## src/rtl/timer_bank.sv

```systemverilog
// timer_bank: multi-channel CPU-programmable down-counting timer on a Z80 chip-select window.
// Each channel has COUNT/RELOAD/CTRL/STAT registers, one-shot or auto-reload operation,
// a tear-free multi-byte COUNT read snapshot and a shared prescaler tick.
module timer_bank #(
    parameter int unsigned CHANNELS = 4,
    parameter int unsigned WIDTH    = 16,
    parameter int unsigned PRESCALE = 24000,
    localparam int unsigned ADDR_W  = $clog2(CHANNELS) + 4
) (
    input  logic                clk_24,
    input  logic                reset,
    input  logic                cs,
    input  logic [ADDR_W-1:0]   addr,
    input  logic                wr,
    input  logic                rd,
    input  logic [7:0]          din,
    output logic [7:0]          dout,
    output logic                irq_n,
    output logic [CHANNELS-1:0] expired
);

    localparam int unsigned BYTES = WIDTH / 8;
    localparam int unsigned PS_W  = $clog2(PRESCALE);

    logic [PS_W-1:0]   presc;
    logic              tick;
    logic              wr_q;
    logic              rd_q;
    logic              wr_p;
    logic              rd_p;
    logic [ADDR_W-1:0] ch_sel;
    logic [3:0]        reg_sel;

    logic [WIDTH-1:0]    count  [CHANNELS];
    logic [WIDTH-1:0]    reload [CHANNELS];
    logic [WIDTH-1:0]    snap   [CHANNELS];
    logic [CHANNELS-1:0] en;
    logic [CHANNELS-1:0] auto_rl;
    logic [CHANNELS-1:0] irqen;
    logic [CHANNELS-1:0] exp_q;

    logic [CHANNELS-1:0] wr_cnt;
    logic [CHANNELS-1:0] wr_rel;
    logic [CHANNELS-1:0] wr_ctrl;
    logic [CHANNELS-1:0] wr_stat;
    logic [CHANNELS-1:0] rd_snap;
    logic [CHANNELS-1:0] expire;

    logic             sel_hit;
    logic [WIDTH-1:0] sel_count;
    logic [WIDTH-1:0] sel_snap;
    logic [WIDTH-1:0] sel_reload;
    logic [WIDTH-1:0] cnt_word;
    logic [2:0]       sel_ctrl;
    logic             sel_exp;

    assign ch_sel  = addr >> 4;
    assign reg_sel = addr[3:0];
    assign tick    = (presc == PS_W'(PRESCALE - 1));
    assign wr_p    = cs & wr & ~wr_q;
    assign rd_p    = cs & rd & ~rd_q;
    assign expired = exp_q;

    // Free-running prescaler and bus strobe edge registers
    always_ff @(posedge clk_24 or posedge reset) begin
        if (reset) begin
            presc <= '0;
            wr_q  <= 1'b0;
            rd_q  <= 1'b0;
        end else begin
            presc <= tick ? '0 : presc + PS_W'(1);
            wr_q  <= cs & wr;
            rd_q  <= cs & rd;
        end
    end

    // Decode one-cycle register access strobes per channel; out-of-range channels match nothing
    always_comb begin
        wr_cnt  = '0;
        wr_rel  = '0;
        wr_ctrl = '0;
        wr_stat = '0;
        rd_snap = '0;
        expire  = '0;
        for (int c = 0; c < CHANNELS; c++) begin
            if (ch_sel == ADDR_W'(c)) begin
                wr_cnt[c]  = wr_p && (reg_sel[3:2] == 2'd0) && (32'(reg_sel[1:0]) < BYTES);
                wr_rel[c]  = wr_p && (reg_sel[3:2] == 2'd1) && (32'(reg_sel[1:0]) < BYTES);
                wr_ctrl[c] = wr_p && (reg_sel == 4'h8);
                wr_stat[c] = wr_p && (reg_sel == 4'h9);
                rd_snap[c] = rd_p && (reg_sel == 4'h0);
            end
            // A COUNT write in the tick cycle suppresses expiry as well as the decrement
            expire[c] = tick && en[c] && !wr_cnt[c] && (count[c] == '0);
        end
    end

    // Channel state: count/reload/ctrl/status/snapshot with collision priorities
    always_ff @(posedge clk_24 or posedge reset) begin
        if (reset) begin
            for (int c = 0; c < CHANNELS; c++) begin
                count[c]  <= '0;
                reload[c] <= '0;
                snap[c]   <= '0;
            end
            en      <= '0;
            auto_rl <= '0;
            irqen   <= '0;
            exp_q   <= '0;
        end else begin
            for (int c = 0; c < CHANNELS; c++) begin
                if (wr_cnt[c]) begin
                    for (int b = 0; b < BYTES; b++) begin
                        if (reg_sel[1:0] == 2'(b)) count[c][8*b +: 8] <= din;
                    end
                end else if (tick && en[c]) begin
                    if (count[c] != '0) count[c] <= count[c] - WIDTH'(1);
                    else if (auto_rl[c]) count[c] <= reload[c];
                end
                if (wr_rel[c]) begin
                    for (int b = 0; b < BYTES; b++) begin
                        if (reg_sel[1:0] == 2'(b)) reload[c][8*b +: 8] <= din;
                    end
                end
                if (wr_ctrl[c]) begin
                    en[c]      <= din[0];
                    auto_rl[c] <= din[1];
                    irqen[c]   <= din[2];
                end else if (expire[c] && !auto_rl[c]) begin
                    en[c] <= 1'b0;
                end
                if (expire[c]) exp_q[c] <= 1'b1;
                else if (wr_stat[c] && din[0]) exp_q[c] <= 1'b0;
                if (rd_snap[c]) snap[c] <= count[c];
            end
        end
    end

    // Interrupt line, one cycle behind the flags
    always_ff @(posedge clk_24 or posedge reset) begin
        if (reset) irq_n <= 1'b1;
        else       irq_n <= ~|(exp_q & irqen);
    end

    // Read mux: COUNT byte 0 is live, higher COUNT bytes come from the snapshot
    always_comb begin
        dout       = '0;
        sel_hit    = 1'b0;
        sel_count  = '0;
        sel_snap   = '0;
        sel_reload = '0;
        sel_ctrl   = '0;
        sel_exp    = 1'b0;
        for (int c = 0; c < CHANNELS; c++) begin
            if (ch_sel == ADDR_W'(c)) begin
                sel_hit    = 1'b1;
                sel_count  = count[c];
                sel_snap   = snap[c];
                sel_reload = reload[c];
                sel_ctrl   = {irqen[c], auto_rl[c], en[c]};
                sel_exp    = exp_q[c];
            end
        end
        cnt_word = (reg_sel[1:0] == 2'd0) ? sel_count : sel_snap;
        if (sel_hit) begin
            case (reg_sel[3:2])
                2'd0: begin
                    for (int b = 0; b < BYTES; b++) begin
                        if (reg_sel[1:0] == 2'(b)) dout = cnt_word[8*b +: 8];
                    end
                end
                2'd1: begin
                    for (int b = 0; b < BYTES; b++) begin
                        if (reg_sel[1:0] == 2'(b)) dout = sel_reload[8*b +: 8];
                    end
                end
                2'd2: begin
                    if (reg_sel[1:0] == 2'd0)      dout = {5'b0, sel_ctrl};
                    else if (reg_sel[1:0] == 2'd1) dout = {7'b0, sel_exp};
                end
                default: ;
            endcase
        end
    end

endmodule

```

## config.mk

```make
export PLATFORM = sky130hd
export DESIGN_NAME = timer_bank
export DESIGN_NICKNAME = d
export VERILOG_FILES = /design/src/rtl/timer_bank.sv
export SDC_FILE = /design/constraint.sdc
export NUM_CORES = 1
export LEC_CHECK = 0
export ABC_CLOCK_PERIOD_IN_PS = 7400
export CORE_UTILIZATION = 45
export CTS_BUF_LIST = sky130_fd_sc_hd__clkbuf_4
export CTS_CLUSTER_DIAMETER = 150
export CTS_CLUSTER_SIZE = 16
export DETAILED_ROUTE_END_ITERATION = 6
export DONT_BUFFER_PORTS = 1
export SLEW_MARGIN = 5
export SYNTH_ARGS = -nofsm -noshare
export SYNTH_HDL_FRONTEND = slang
export SYNTH_SLANG_ARGS = --single-unit
```

## constraint.sdc

```tcl
create_clock -name clk_24 -period 7.4 [get_ports clk_24]
set_clock_uncertainty 0.05 [all_clocks]
set_input_delay 1.48 -clock clk_24 [delete_from_list [all_inputs] [get_ports clk_24]]
set_output_delay 1.48 -clock clk_24 [all_outputs]
set_load 0.05 [all_outputs]
```

==> results.txt, run 1 <==
status -> finished clean
antenna viol nets, final -> 0
Avg Vias per Cell -> 6.58
Critical Path RT -> 5.87 ns
fmax -> 212 MHz
delay-heaviest family, CP -> compound AO/OA/AOI/OAI gates
r2r setup slk -> 4.13 ns
H-Tree Depth -> 4
min-delay src -> irqen[2]
Die Ht -> 161 um
gpl congestion -> 0.934
Core Util, Final -> 0.486
GRT overflow -> 0
Initial Util -> 0.464
nets@finish -> 1,079
routed length per instance -> 26.7 um
Setup CP Type -> primary input to primary output
Critical Path End Type -> primary output
min-delay worst type -> flip-flop to flip-flop
Reg clk slew, reported paths -> 0.17 ns
Post-Route WL -> 37,100 um
Die Footprint -> 25,900 um^2
number of global-route vias before repair -> 8,605
Post-synth EDFFs -> 0
fin crit period -> 4.71 ns
hold depth -> 1
Pwr Density -> 182 nW/um^2
crit-path max cell delay -> 0.86 ns
DRT Pass-1 Iters -> 6
Cell Rows -> 57
VDD IR max -> 0.141 mV
CTS tree -> built
Post-synth ARST share -> 1.00
Root Buffer -> clkbuf_4
syn_area_per_cell -> 10.5 um^2
starting DRC count in detailed routing -> 1,180
Max-Cap Viols -> 0
area growth from synthesis to layout -> 4.71%
Hold Vio Cnt, Final -> 0
Hold Path End -> irq_n
Top Ports -> 32
arrival time at the worst endpoint -> 3.18 ns
origin of the critical flop-to-flop path -> presc[0]
share of layout cells above drive strength 1 -> 0.204
initial antenna violation count -> 2
worst path bufs/invs -> 0
total negative slack -> 0 ns
R2R depth -> 7
Pleak -> 5.15 nW
global-route wire length before repair -> 56,700 um
RSZ-0062 raised after global routing -> no
clk sinks -> 194
post-DP HPWL -> 26,900 um
Hold Buf Count CTS -> 0
WP depth -> 5
largest net degree at the start of global routing -> 123
most used cell along the critical path -> a21oi_1
R2R Path End -> count[7]
via count -> 9,156
Pins Over Slew Limit -> 0
IO buf count -> 0
Cell variety after synth -> 77
Setup crit start -> addr[5]
Worst-Margin Slew -> 1.27 ns
die width -> 161 um
period utilisation layout -> 0.637
slowest CP cell -> a21oi_1
Setup Fix Bufs, Post-CTS -> 0
final setup fails -> 0
total core area -> 24,500 um^2
ys flop type -> dfrtp_1
clk buf depth -> 2
worst-path cell chain -> nor2b_1 -> a221oi_1 -> a21oi_1 -> a22oi_1 -> a21oi_1
syn_nets -> 1,116
Ys Warns -> 0
Clk Latency, worst-skew pair -> 0.63 ns
Rel. slew slack -> 0.145
CTS buffer count -> 17
register area share after synthesis -> 0.427
Syn Inst Count -> 1,088
GRT Util Overall -> 0.296
fillers -> 2,302
post-CTS sizing -> 0
CP Launch Type -> primary input
DRC viols -> 0
CP Max Fanout -> 48
synthesized area -> 11,400 um^2
Seq cells post-synth -> 194
==> layer usage <==
layer  global-route usage  vias up  share of wire
met5                    0        -              0
met4               0.0948        0          0.025
met3               0.0603       52          0.087
met2                0.451      437           0.45
met1                0.424     4656           0.43
li1                     -     4011              -
==> cell usage in the layout (no fill, tap or decap), types with 9 or more instances in the layout <==
| cell | count |
|---|---|
| nor4_1 | 16 |
| dfrtp_1 | 193 |
| mux2i_1 | 34 |
| o211ai_1 | 22 |
| nand4_1 | 18 |
| ha_1 | 9 |
| nand2_1 | 83 |
| nor3_1 | 24 |
| a21oi_1 | 33 |
| xor2_1 | 14 |
| mux2_2 | 113 |
| o21ai_0 | 61 |
| xnor2_1 | 29 |
| a31oi_1 | 25 |
| nand3_1 | 32 |
| mux4_2 | 31 |
| clkbuf_4 | 18 |
| nor2_1 | 98 |
| inv_1 | 19 |
==> worst max path at each step <==
stage                  to  slack (ns)
2_1_floorplan  auto_rl[0]        0.59
3_3_place_gp      dout[6]        2.71
3_5_place_dp      dout[6]        2.69
4_1_cts           dout[6]        2.69
5_1_grt           dout[6]        2.55
6_report          dout[6]        2.69
==> area by class of cell <==
class / count / area (um^2) / area share
well taps: 324 / 405 / 0.0340
clock buffers: 18 / 135 / 0.0113
clock inverters: 14 / 145 / 0.0122
repair buffers: 8 / 60.1 / 0.00504
multi-input cells: 809 / 6230 / 0.522
inverters: 21 / 86.3 / 0.00724
diodes: 3 / 7.51 / 0.000630
flip-flops and latches: 194 / 4860 / 0.407
==> metrics by stage <==
step	area, um^2	worst slack [ns]	hold slack [ns]	instances	power, mW
final	11900	2.69	0.431	1391	2.17
after global routing	11900	2.55	0.469	1390	2.27
after CTS	11900	2.69	0.439	1388	2.17
after detailed placement	11600	2.69	0.415	1356	1.60
after global placement	11600	2.71	0.421	1356	1.59
after floorplan	11400	0.588	0.360	1088	1.50
==> sequential cells by signal (all words and copies together) (netlist names) <==
signal   flops
count       64
irqen        4
reload      64
presc       15
irq_n        1
snap        32
en           4
expired      4
wr_q         1
rd_q         1
auto_rl      4
==> kinds of logic after synthesis <==
| family | synth area share |
|---|---|
| flip-flops | 0.427 |
| multiplexers | 0.211 |
| adder cells (fa/ha/maj) | 0.00989 |
| AND/OR/NAND/NOR | 0.156 |
| AO/OA/AOI/OAI | 0.132 |
| XOR/XNOR | 0.0331 |
| buffers and inverters | 0.0310 |
==> synth_stat cells (6+ instances only) <==
cell type | n | area, um^2
xor2_1 | 14 | 123
a22o_1 | 8 | 70.1
buf_2 | 8 | 40.0
clkbuf_1 | 48 | 180
o41ai_1 | 7 | 61.3
nor4_1 | 16 | 100
nand2_1 | 83 | 312
mux4_2 | 31 | 698
o21ai_0 | 61 | 305
nor3_1 | 26 | 130
a211oi_1 | 7 | 52.6
mux2_2 | 113 | 1270
nand3_1 | 32 | 160
or3_1 | 8 | 50.1
a31oi_1 | 25 | 156
nand4_1 | 18 | 113
o211ai_1 | 22 | 165
o21a_1 | 8 | 60.1
dfrtp_1 | 193 | 4830
ha_1 | 9 | 113
nand2b_1 | 8 | 50.1
o31ai_1 | 7 | 52.6
nor3b_1 | 6 | 45.0
a21oi_1 | 33 | 165
nor2_1 | 98 | 368
xnor2_1 | 29 | 254
mux2i_1 | 34 | 340
o21ai_1 | 6 | 30.0
mux2_1 | 8 | 90.1
inv_1 | 20 | 75.1
==> power by group <==
part | total [mW] | switching, mW | internal (mW)
registers | 1.19 | 0.0872 | 1.11
clock network | 0.586 | 0.404 | 0.182
logic | 0.388 | 0.209 | 0.179
total | 2.17 | 0.701 | 1.47
Power figures use the tool's default switching activity.
==> run 2: changes to the inputs <==
--- a/config.mk
+++ b/config.mk
@@ -5,7 +5,7 @@
 export SDC_FILE = /design/constraint.sdc
 export NUM_CORES = 1
 export LEC_CHECK = 0
-export ABC_CLOCK_PERIOD_IN_PS = 7400
+export ABC_CLOCK_PERIOD_IN_PS = 4050
 export CORE_UTILIZATION = 45
 export CTS_BUF_LIST = sky130_fd_sc_hd__clkbuf_4
 export CTS_CLUSTER_DIAMETER = 150
==> constraint.sdc (replaced) <==
create_clock -name clk_24 -period 4.05 [get_ports clk_24]
set_clock_uncertainty 0.05 [all_clocks]
set_input_delay 0.81 -clock clk_24 [delete_from_list [all_inputs] [get_ports clk_24]]
set_output_delay 0.81 -clock clk_24 [all_outputs]
set_load 0.05 [all_outputs]
==> run 2 against run 1 <==
Effect of this change:
- worst hold slack got worse by 0.32 ns
- utilization increased by 0.96 points
- clock power increased by 96%
- final cell count increased by 1.9%
- global-route usage decreased by 0.11 points
- power increased by 88%
- combinational power increased by 91%
- largest cell class unchanged
==> results.txt, run 2 (same netlist as run 1, synthesis figures left out) <==
number of global-route vias before repair -> 8,872
share of layout cells above drive strength 1 -> 0.222
global-route wire length before repair -> 56,700 um
post-CTS sizing -> 0
clk sinks -> 194
Pleak -> 5.29 nW
Placed Area -> 11,800 um^2
routed length per instance -> 26.1 um
Pwr Density -> 335 nW/um^2
Critical Path End Type -> primary output
Rel. slew slack -> 0.298
via count -> 9,224
nets@finish -> 1,103
Reg clk slew, reported paths -> 0.18 ns
area growth from synthesis to layout -> 6.79%
DRT Pass-1 Iters -> 7
period utilisation layout -> 0.834
Internal -> 2.77 mW
most frequent cells in the layout -> dfrtp_1 (193), mux2_2 (113), nor2_1 (98)
Clk Latency, worst-skew pair -> 0.60 ns
Setup CP Type -> flip-flop to primary output
register share of total power -> 0.535
combinational group share of total power -> 0.182
final setup fails -> 0
fin area -> 12,200 um^2
R2R Path End -> count[7]
antenna viol nets, final -> 0
Pins Over Slew Limit -> 0
min-delay worst type -> primary input to asynchronous set/reset pin
CTS tree -> built
starting DRC count in detailed routing -> 1,015
Top Ports -> 32
r2r setup slk -> 1.01 ns
R2R depth -> 6
Hold Buf Count CTS -> 0
Post-Route WL -> 37,000 um
Avg Vias per Cell -> 6.51
P_sw -> 1.30 mW
Critical Path RT -> 3.19 ns
fmax -> 296 MHz
GRT Util Overall -> 0.295
gpl congestion -> 0.941
CP Max Fanout -> 8
Regs by FF count -> count x64, reload x64, snap x32
RSZ-0062 raised after global routing -> no
total core area -> 24,500 um^2
CTS buffer count -> 17
Worst-Margin Slew -> 1.04 ns
Sw Share -> 0.320
Clk network pwr share -> 0.283
Die Footprint -> 25,900 um^2
origin of the critical flop-to-flop path -> presc[2]
die width -> 161 um
largest net degree at the start of global routing -> 122
Setup Fix Bufs, Post-CTS -> 0
total negative slack -> 0 ns
H-Tree Depth -> 4
Die Ht -> 161 um
fin crit period -> 3.38 ns
fillers -> 2,293
DRC viols -> 0
status -> finished clean
Cell Rows -> 57
GRT overflow -> 0
post-DP HPWL -> 27,100 um
CP Launch Type -> flip-flop
clk buf depth -> 2
VDD IR max -> 0.204 mV
initial antenna violation count -> 1
commonest non-fill, non-tap cell in the layout -> dfrtp_1
IO buf count -> 0
Hold Vio Cnt, Final -> 0
Initial Util -> 0.464
Root Buffer -> clkbuf_4
Max-Cap Viols -> 0
arrival time at the worst endpoint -> 2.52 ns
==> run 2: critical path, stage by stage (launching register included) <==
cell and delay, ns:
dfrtp_1 0.59, mux4_2 0.52, mux2i_1 0.13, nor2_1 0.09
a21oi_1 0.17, o32ai_2 0.16, buf_4 0.24
==> run 2: routing by layer <==
layer	wire length, um	global-route usage	share of wire	vias up
met4	1430	0.128	0.039	0
met2	16300	0.438	0.44	434
met3	3130	0.0606	0.085	79
met1	16000	0.419	0.43	4637
met5	0	0	0	-
li1	-	-	-	4074
==> run 2: stage by stage <==
step,worst slack (ns),power [mW],std cells,util,hold WS [ns]
after floorplan,0.0627,2.75,1088,-,0.360
after global placement,0.520,2.93,1380,0.482,0.414
after detailed placement,0.673,2.94,1380,0.482,0.410
after CTS,0.641,4.09,1412,0.495,0.0854
after global routing,0.594,4.26,1417,0.496,0.0770
final,0.674,4.07,1417,0.496,0.115
==> run 2: worst max path at each step <==
stage,from,endpoint,slack [ns],depth (start not counted)
CTS,count[4],dout[4],0.64,4
global route,count[4],dout[4],0.59,4
finish,count[2],dout[2],0.67,6
global placement,addr[1],snap[13],0.52,4
floorplan,addr[4],dout[4],0.06,5
detailed placement,addr[1],snap[15],0.67,4
==> run 2: power by group through the flow <==
stage / clock [mW] / sequential (mW) / combinational [mW]
6_report: 1.15 / 2.18 / 0.741
5_1_grt: 1.25 / 2.18 / 0.819
4_1_cts: 1.18 / 2.17 / 0.738
3_5_place_dp: 0 / 2.21 / 0.734
3_3_place_gp: 0 / 2.21 / 0.725
2_1_floorplan: 0 / 2.12 / 0.629
==> run 2: area by class of cell <==
type	instances	area (um^2)	share of cell area
antenna	5	12.5	0.00103
clock buffer	19	143	0.0117
clock inverter	13	168	0.0138
inverter	21	82.6	0.00679
multi-input combinational	809	6230	0.512
sequential	194	4860	0.399
tap	324	405	0.0333
timing repair buffer	32	265	0.0218
==> run 3: changes to the inputs <==
--- a/config.mk
+++ b/config.mk
@@ -5,7 +5,7 @@
 export SDC_FILE = /design/constraint.sdc
 export NUM_CORES = 1
 export LEC_CHECK = 0
-export ABC_CLOCK_PERIOD_IN_PS = 4050
+export ABC_CLOCK_PERIOD_IN_PS = 3200
 export CORE_UTILIZATION = 45
 export CTS_BUF_LIST = sky130_fd_sc_hd__clkbuf_4
 export CTS_CLUSTER_DIAMETER = 150
==> constraint.sdc (replaced) <==
create_clock -name clk_24 -period 3.2 [get_ports clk_24]
set_clock_uncertainty 0.05 [all_clocks]
set_input_delay 0.64 -clock clk_24 [delete_from_list [all_inputs] [get_ports clk_24]]
set_output_delay 0.64 -clock clk_24 [all_outputs]
set_load 0.05 [all_outputs]
==> run 3 against run 2 <==
Effect of this change:
- power up 28%
- sequential share of layout area is 0.56 points lower
- combinational power up 30%
- first-iteration DRC count up 14%
- sequential cell count unchanged
- sequential power up 26%
- count of clock-buffer cells in the layout grew 2
==> results.txt, run 3 (same netlist as run 1, synthesis figures left out) <==
post-DP HPWL -> 27,200 um
Setup CP Type -> flip-flop to primary output
Regs by FF count -> count x64, reload x64, snap x32
clk buf depth -> 2
global-route wire length before repair -> 57,100 um
number of global-route vias before repair -> 8,843
period utilisation layout -> 0.984
clk sinks -> 194
Avg Vias per Cell -> 6.52
share of layout cells above drive strength 1 -> 0.246
gpl congestion -> 0.970
Critical Path End Type -> primary output
multi-input logic area -> 6280 um^2
antenna viol nets, final -> 0
CP Launch Type -> flip-flop
min-delay worst type -> primary input to flip-flop
fmax -> 318 MHz
Rel. slew slack -> 0.467
total negative slack -> 0 ns
initial antenna violation count -> 1
commonest non-fill, non-tap cell in the layout -> dfrtp_1
GR met3 Demand/Resource -> 0.0747
VDD IR max -> 0.261 mV
Root Buffer -> clkbuf_4
arrival time at the worst endpoint -> 2.46 ns
die width -> 161 um
Cell Rows -> 57
total core area -> 24,500 um^2
fin crit period -> 3.15 ns
met1 usage -> 0.422
Core Util, Final -> 0.504
most frequent cells in the layout -> dfrtp_1 (182), mux2_2 (113), nor2_1 (97)
Die Ht -> 161 um
met2 Resource Use GR -> 0.441
final setup fails -> 0
Clk Latency, worst-skew pair -> 0.62 ns
CTS tree -> built
Final Power -> 5.20 mW
Reg clk slew, reported paths -> 0.17 ns
Hold Vio Cnt, Final -> 0
Pwr Density -> 421 nW/um^2
GRT overflow -> 0
status -> finished clean
DRT Pass-1 Iters -> 5
Top Ports -> 32
routed length per instance -> 26.0 um
fillers -> 2,279
CP Max Fanout -> 6
Reg area -> 4870 um^2
Die Footprint -> 25,900 um^2
area growth from synthesis to layout -> 8.62%
CTS buffer count -> 17
nets@finish -> 1,121
via count -> 9,328
GR peak layer -> met2
DRC viols -> 0
Critical Path RT -> 2.51 ns
Pleak -> 5.37 nW
largest net degree at the start of global routing -> 125
IO buf count -> 0
starting DRC count in detailed routing -> 1,155
H-Tree Depth -> 4
Max-Cap Viols -> 0
Post-Route WL -> 37,200 um
GRT Util Overall -> 0.297
Worst-Margin Slew -> 0.792 ns
RSZ-0062 raised after global routing -> no
Pins Over Slew Limit -> 0
Initial Util -> 0.464
==> run 3: cell count changes in the layout (fill, tap and decap cells not counted), sizes merged <==
cell         previous run  this run
inv                    27        23
bufinv                  2         3
diode                   5         1
clkbuf                 19        21
dlygate4sd3             0         1
clkinvlp                2         3
buf                    32        49
==> run 3: final timing paths <==
kind	startpoint	to	slack (ns)	depth (start not counted)
setup reg to reg	count[54]	count[48]	0.32	6
min in group asynchronous	reset	count[13]	0.52	3
hold / removal	din[0]	en[2]	0.08	2
max in group asynchronous	reset	expired[0]	1.86	3
hold reg to reg	presc[0]	presc[0]	0.45	1
setup / recovery	count[52]	dout[4]	0.05	4
==> run 3: layout make-up <==
cell class              instances  share of cell area
diodes                          1            0.000202
inverters                      21             0.00668
repair buffers                 50              0.0336
flip-flops and latches        194               0.394
multi-input cells             809               0.508
clock inverters                11              0.0124
well taps                     324              0.0328
clock buffers                  21              0.0127
==> run 3: what timing repair did <==
item / 4_1_cts / 5_1_grt
buffers inserted: 0 / 1
endpoints found under the hold margin: 62 / 0
hold buffers: 1 / 0
resized for setup: 0 / 11
setup endpoints to repair: 0 / 4
==> run 3: stage by stage <==
stage	instance area (um^2)	cells	hold WS (ns)	setup WS, ns
after floorplan	11500	1088	0.360	0.00641
after global placement	12000	1396	0.419	0.458
after detailed placement	12000	1396	0.433	0.384
after CTS	12300	1429	0.0661	0.00416
after global routing	12400	1431	0.0576	0.000378
final	12400	1431	0.0825	0.0521
==> run 3: critical path, cell delays in order, from the launching register on <==
cell	delay, ns
dfrtp_1	0.53
mux4_2	0.49
mux4_2	0.45
nor3b_2	0.19
buf_4	0.19
==> run 3: power breakdown <==
group | leakage [nW] | internal, mW | switching (mW) | total [mW]
logic | 2.59 | 0.456 | 0.512 | 0.967
clock network | 0.165 | 0.586 | 0.898 | 1.48
registers | 2.62 | 2.56 | 0.193 | 2.75
==> run 3: per-layer routing <==
metal | vias up | part of all wire
met5 | - | 0
met4 | 0 | 0.031
met3 | 69 | 0.087
met2 | 426 | 0.45
met1 | 4737 | 0.44
li1 | 4096 | -
